`config.mk`:
```
export PLATFORM = sky130hd
export DESIGN_NAME = logic_op_arbiter
export DESIGN_NICKNAME = d
export VERILOG_FILES = /design/src/rtl/logic_op_pkg.sv /design/src/rtl/logic_op_gate_unit.sv /design/src/rtl/logic_op_arbiter.sv
export SDC_FILE = /design/constraint.sdc
export NUM_CORES = 1
export LEC_CHECK = 0
export ABC_AREA = 1
export CORE_ASPECT_RATIO = 1.4
export CORE_UTILIZATION = 44
export DETAILED_ROUTE_END_ITERATION = 6
export PLACE_DENSITY = 0.77
export SLEW_MARGIN = 20
export SYNTH_ARGS = -nofsm -noshare
export SYNTH_HDL_FRONTEND = slang
export SYNTH_HIERARCHICAL = 1
export SYNTH_SLANG_ARGS = --single-unit
```
`constraint.sdc`:
```
create_clock -name clk -period 1.2 [get_ports clk]
set_input_delay 0.3 -clock clk [delete_from_list [all_inputs] [get_ports clk]]
set_output_delay 0.3 -clock clk [all_outputs]
set_load 0.01 [all_outputs]
```
`src/rtl/logic_op_pkg.sv`:
```
// Shared constants and types for the logic-op arbiter and its gate unit.
package logic_op_pkg;

    localparam int unsigned OP_W = 3;

    localparam logic [OP_W-1:0] OP_AND     = 3'd0;
    localparam logic [OP_W-1:0] OP_OR      = 3'd1;
    localparam logic [OP_W-1:0] OP_XOR     = 3'd2;
    localparam logic [OP_W-1:0] OP_NAND    = 3'd3;
    localparam logic [OP_W-1:0] OP_NOR     = 3'd4;
    localparam logic [OP_W-1:0] OP_XNOR    = 3'd5;
    localparam logic [OP_W-1:0] OP_NOT_A   = 3'd6;
    localparam logic [OP_W-1:0] OP_ILLEGAL = 3'd7;

    typedef enum logic [1:0] {
        IDLE = 2'd0,
        EXEC = 2'd1,
        RESP = 2'd2
    } state_t;

endpackage

```
`src/rtl/logic_op_gate_unit.sv`:
```
// Combinational bitwise gate: every function is a per-bit 2:1 mux steered by A.
module logic_op_gate_unit
    import logic_op_pkg::*;
#(
    parameter int unsigned WIDTH = 8
) (
    input  logic [WIDTH-1:0] a,
    input  logic [WIDTH-1:0] b,
    input  logic [OP_W-1:0]  op,
    output logic [WIDTH-1:0] y,
    output logic             illegal
);

    logic [WIDTH-1:0] sel1;
    logic [WIDTH-1:0] sel0;

    // Choose the mux legs (value when A=1, value when A=0) for the op code.
    always_comb begin
        sel1    = '0;
        sel0    = '0;
        illegal = 1'b0;
        case (op)
            OP_AND:   begin sel1 = b;  sel0 = '0; end
            OP_OR:    begin sel1 = '1; sel0 = b;  end
            OP_XOR:   begin sel1 = ~b; sel0 = b;  end
            OP_NAND:  begin sel1 = ~b; sel0 = '1; end
            OP_NOR:   begin sel1 = '0; sel0 = ~b; end
            OP_XNOR:  begin sel1 = b;  sel0 = ~b; end
            OP_NOT_A: begin sel1 = '0; sel0 = '1; end
            default:  illegal = 1'b1;
        endcase
    end

    // Per-bit mux on A; the illegal op leaves both legs at zero.
    always_comb begin
        y = '0;
        for (int i = 0; i < int'(WIDTH); i++) begin
            y[i] = a[i] ? sel1[i] : sel0[i];
        end
    end

endmodule

```
`src/rtl/logic_op_arbiter.sv`:
```
// Round-robin arbiter sharing one registered logic-gate unit between two requesters.
module logic_op_arbiter
    import logic_op_pkg::*;
#(
    parameter int unsigned WIDTH = 8
) (
    input  logic             clk,
    input  logic             rst_n,
    input  logic             req0_valid,
    output logic             req0_ready,
    input  logic [OP_W-1:0]  req0_op,
    input  logic [WIDTH-1:0] req0_a,
    input  logic [WIDTH-1:0] req0_b,
    input  logic             req1_valid,
    output logic             req1_ready,
    input  logic [OP_W-1:0]  req1_op,
    input  logic [WIDTH-1:0] req1_a,
    input  logic [WIDTH-1:0] req1_b,
    output logic             rsp0_valid,
    input  logic             rsp0_ready,
    output logic             rsp1_valid,
    input  logic             rsp1_ready,
    output logic [WIDTH-1:0] rsp_data,
    output logic             rsp_err,
    output logic             busy
);

    state_t           state_q, state_d;
    logic             grant_q, grant_d;
    logic             last_q, last_d;
    logic [OP_W-1:0]  op_q, op_d;
    logic [WIDTH-1:0] a_q, a_d;
    logic [WIDTH-1:0] b_q, b_d;
    logic [WIDTH-1:0] data_q, data_d;
    logic             err_q, err_d;
    logic             rsp0_valid_q, rsp1_valid_q, busy_q;
    logic             ready0_c, ready1_c;
    logic             pick;
    logic [WIDTH-1:0] gate_y;
    logic             gate_illegal;

    logic_op_gate_unit #(.WIDTH(WIDTH)) u_gate (
        .a       (a_q),
        .b       (b_q),
        .op      (op_q),
        .y       (gate_y),
        .illegal (gate_illegal)
    );

    // Winner of a request: a lone requester wins, a tie goes to the one not granted last.
    assign pick = (req0_valid && req1_valid) ? ~last_q : req1_valid;

    // Next-state and accept logic.
    always_comb begin
        state_d  = state_q;
        grant_d  = grant_q;
        last_d   = last_q;
        op_d     = op_q;
        a_d      = a_q;
        b_d      = b_q;
        data_d   = data_q;
        err_d    = err_q;
        ready0_c = 1'b0;
        ready1_c = 1'b0;
        case (state_q)
            IDLE: begin
                if (req0_valid || req1_valid) begin
                    grant_d  = pick;
                    ready0_c = ~pick;
                    ready1_c = pick;
                    op_d     = pick ? req1_op : req0_op;
                    a_d      = pick ? req1_a  : req0_a;
                    b_d      = pick ? req1_b  : req0_b;
                    state_d  = EXEC;
                end
            end
            EXEC: begin
                data_d  = gate_y;
                err_d   = gate_illegal;
                state_d = RESP;
            end
            RESP: begin
                if ((!grant_q && rsp0_ready) || (grant_q && rsp1_ready)) begin
                    last_d  = grant_q;
                    state_d = IDLE;
                end
            end
            default: state_d = IDLE;
        endcase
    end

    // Ready is combinational in the accept cycle and forced low while in reset.
    assign req0_ready = rst_n & ready0_c;
    assign req1_ready = rst_n & ready1_c;

    // State, payload and registered response outputs.
    always_ff @(posedge clk or negedge rst_n) begin
        if (!rst_n) begin
            state_q      <= IDLE;
            grant_q      <= 1'b0;
            last_q       <= 1'b1;
            op_q         <= '0;
            a_q          <= '0;
            b_q          <= '0;
            data_q       <= '0;
            err_q        <= 1'b0;
            rsp0_valid_q <= 1'b0;
            rsp1_valid_q <= 1'b0;
            busy_q       <= 1'b0;
        end else begin
            state_q      <= state_d;
            grant_q      <= grant_d;
            last_q       <= last_d;
            op_q         <= op_d;
            a_q          <= a_d;
            b_q          <= b_d;
            data_q       <= data_d;
            err_q        <= err_d;
            rsp0_valid_q <= (state_d == RESP) && !grant_d;
            rsp1_valid_q <= (state_d == RESP) && grant_d;
            busy_q       <= (state_d != IDLE);
        end
    end

    assign rsp0_valid = rsp0_valid_q;
    assign rsp1_valid = rsp1_valid_q;
    assign rsp_data   = data_q;
    assign rsp_err    = err_q;
    assign busy       = busy_q;

endmodule

```
==> impl_metrics.tcl <==
set metrics [dict create \
    synthTopCellsByArea "dfrtp_1 (39%), nand2_1 (35%), nand3_1 (6.9%), nor2_1 (5.2%), inv_1 (2.9%)" \
    status "finished with violations" \
    cp_data_required_time_ns 0.90 \
    p_sw_share_pct 46.9 \
    syn_inst 344 \
    hold_viol_final 0 \
    critPathCaptureType "primary output" \
    dp_hpwl_um 3940 \
    finalCritPeriodShare_pct 132 \
    power.density_nw_per_um2 2470 \
    holdWs_ns 0.239 \
    overflow 0 \
    cts_max_level 2 \
    gp_congestion 0.817 \
    path_clk_slew_ns 0.07 \
    seqCellArea_um2 881 \
    core_area_um2 4640 \
    start_kind "flip-flop" \
    comb_power_share_pct 59.1 \
    via_count 2469 \
    drt_iter0_markers 172 \
    yosysWarningCount 6 \
    grt_usage_pct 25.6 \
    p_int_mw 4.35 \
    max_slew_margin_pct 72.2 \
    antennaDiodeCount 0 \
    yosysUniqueCellTypes 19 \
    grt_pass1_vias 2245 \
    hold_buffers 0 \
    num_rows 29 \
    dieArea_um2 5230 \
    ios 58 \
    setup_ws_ns -0.386 \
    antenna_found_initial 0 \
    via_per_inst 5.04 \
    drive_above_1_share_pct 23.6 \
    synth_seq_cells 35 \
    clock_latency_ns 0.30 \
    die_w_um 61.4 \
    leakagePower_nw 1.80 \
    cts_tree "built" \
    drc_errors 0 \
    violations "negative setup slack" \
    tightest_slew_ns 0.416 \
    ant_nets 0 \
    wire_per_inst_um 14.3 \
    power.total_mw 8.18 \
    worstPathMaxFanout 3 \
    portBuffers 57 \
    grt_setup_unrepaired "true" \
    areaGrowthSynthToFinish_pct 52.0 \
    ir_drop_mv 1.20 \
    die_height_um 85.2 \
    hp-class "input pin to asynchronous set/reset pin" \
    layoutNonFillerInstCount 490 \
    arrival_ns 1.29 \
    yosysTopAreaCell "dfrtp_1" \
    cts_buffers 5 \
    min_period_ns 1.59 \
    synth.avg_cell_area_um2 6.33 \
    drt_pass1_iterations 4 \
    p_clk_share_pct 11.8 \
    grt_pass1_wl_um 9960 \
    fin_nets 471 \
    setup_viol 29 \
    max_cap_violations 0 \
    clock_path_buffers 2 \
    p_seq_share_pct 29.0 \
    dp_worst_setup_slack_ns -0.823 \
    n_fill_cell 394 \
    cts-root-buf "clkbuf_8" \
    start_util_pct 46.8 \
    yosys.area.top_type_share_pct 39.1 \
    grt_max_degree 34 \
    synthesis.area_um2 2180 \
    clock-sinks 35 \
    seq_area_frac_synth_pct 40.3 \
    slew_viol_final 0 \
    synth_nets 388 \
    fmax_mhz 630 \
    wl_um 7000 \
    multi_input_area_um2 1290 \
    netSwitchingPower_mw 3.83 \
    timing.setup.tns_ns -4.18 \
    skew_ns 0.00449 \
    dpl.cell_count 467 \
    critical_path_class "flip-flop to primary output" \
]
-- synthesized netlist by cell type (all sizes together) --
| cell | count |
|---|---|
| dfstp | 1 |
| xnor2 | 1 |
| inv | 22 |
| nand3 | 32 |
| nand2 | 206 |
| dfrtp | 34 |
| nor2 | 32 |
| o21ai | 1 |
| a21oi | 2 |
| buf | 13 |
-- power by group through the flow --
stage / Combinational [mW] / Clock, mW / Sequential (mW)
CTS: 4.06 / 0.951 / 2.28
detailed placement: 3.79 / 0 / 2.27
floorplan: 2.60 / 0 / 2.19
finish: 4.84 / 0.969 / 2.38
global placement: 3.71 / 0 / 2.25
global route: 5.32 / 1.04 / 2.45
-- cell families (layout without fill, tap and decap cells) --
logic type	Yosys count	after routing	share of synthesized area, %
compound gates	3	3	1.21
xor+xnor	1	1	0.748
buf+inv	35	119	7.94
simple gates	270	270	49.8
flops	35	35	40.3
-- critical path: stages, from the launching register on --
cell,delay [ns]
dfstp_2,0.56
nand2_4,0.07
nand2_4,0.07
nand2_4,0.05
nor2_4,0.12
buf_6,0.12
-- cell type report --
| cell class | instances | area share [%] |
|---|---|---|
| Multi-Input combinational cell | 274 | 38.9 |
| Sequential cell | 35 | 26.6 |
| Tap cell | 62 | 2.34 |
| Inverter | 22 | 3.10 |
| Timing Repair Buffer | 89 | 26.0 |
| Clock buffer | 8 | 3.03 |
-- flip-flops by register name, summed over array words and instances (netlist names) --
| name | count |
|---|---|
| rsp_err | 1 |
| a_q | 8 |
| b_q | 8 |
| rsp1_valid | 1 |
| last_q | 1 |
| busy | 1 |
| grant_q | 1 |
| state_q | 2 |
| rsp0_valid | 1 |
| rsp_data | 8 |
| op_q | 3 |
-- worst paths after layout --
kind | startpoint | endpoint | slack, ns | cells past startpoint
max in group asynchronous | rst_n | op_q[1] | 0.48 | 2
hold reg to reg | rsp_data[4] | rsp_data[4] | 0.48 | 2
min in group clk | rsp_data[4] | rsp_data[4] | 0.48 | 2
setup / recovery | last_q | req0_ready | -0.39 | 5
hold / removal | rst_n | grant_q | 0.24 | 2
setup reg to reg | last_q | b_q[1] | -0.18 | 9
-- layout by cell type, fill, tap and decap left out --
master / Yosys / layout
nor2_1: 30 / 13
nand2_2: 4 / 8
nand2_1: 202 / 193
buf_8: 0 / 1
nor2_4: 1 / 10
buf_16: 0 / 1
nor2_2: 1 / 9
inv_1: 17 / 16
xnor2_2: 1 / 1
clkbuf_2: 0 / 4
nand3_1: 30 / 29
clkbuf_16: 0 / 2
inv_2: 4 / 4
nand2_4: 0 / 4
inv_8: 0 / 1
clkbuf_1: 0 / 1
clkbuf_8: 0 / 7
nand3_2: 2 / 2
dlygate4sd2_1: 0 / 3
buf_12: 0 / 2
buf_4: 4 / 18
nand2_8: 0 / 1
buf_2: 7 / 9
buf_6: 2 / 9
dfrtp_2: 0 / 3
a21oi_4: 1 / 1
a21oi_2: 0 / 1
clkdlybuf4s50_1: 0 / 40
o21ai_1: 0 / 1
dfrtp_1: 34 / 31
inv_12: 0 / 1
dfstp_2: 1 / 1
nand3_4: 0 / 1
-- stage by stage --
stage / utilization (%) / area (µm²)
floorplan: - / 2200
global placement: 62.1 / 2890
detailed placement: 62.1 / 2890
CTS: 66.8 / 3100
global route: 71.2 / 3310
finish: 71.2 / 3310
-- what timing repair did --
item	in CTS	in global routing
resized for setup	70	52
setup endpoints to repair	45	40
gates cloned	1	3
setup buffers	5	6
pin swaps	11	9
endpoints found under the hold margin	0	0
-- layer usage --
metal / global-route usage, % / vias up / share of wire [%]
met1: 28.9 / 1119 / 34
li1: - / 1207 / -
met4: 9.90 / 0 / 5.7
met3: 5.64 / 36 / 5.5
met5: 0 / - / 0
met2: 45.2 / 107 / 54
No activity file was read; power rests on OpenSTA's default activity.
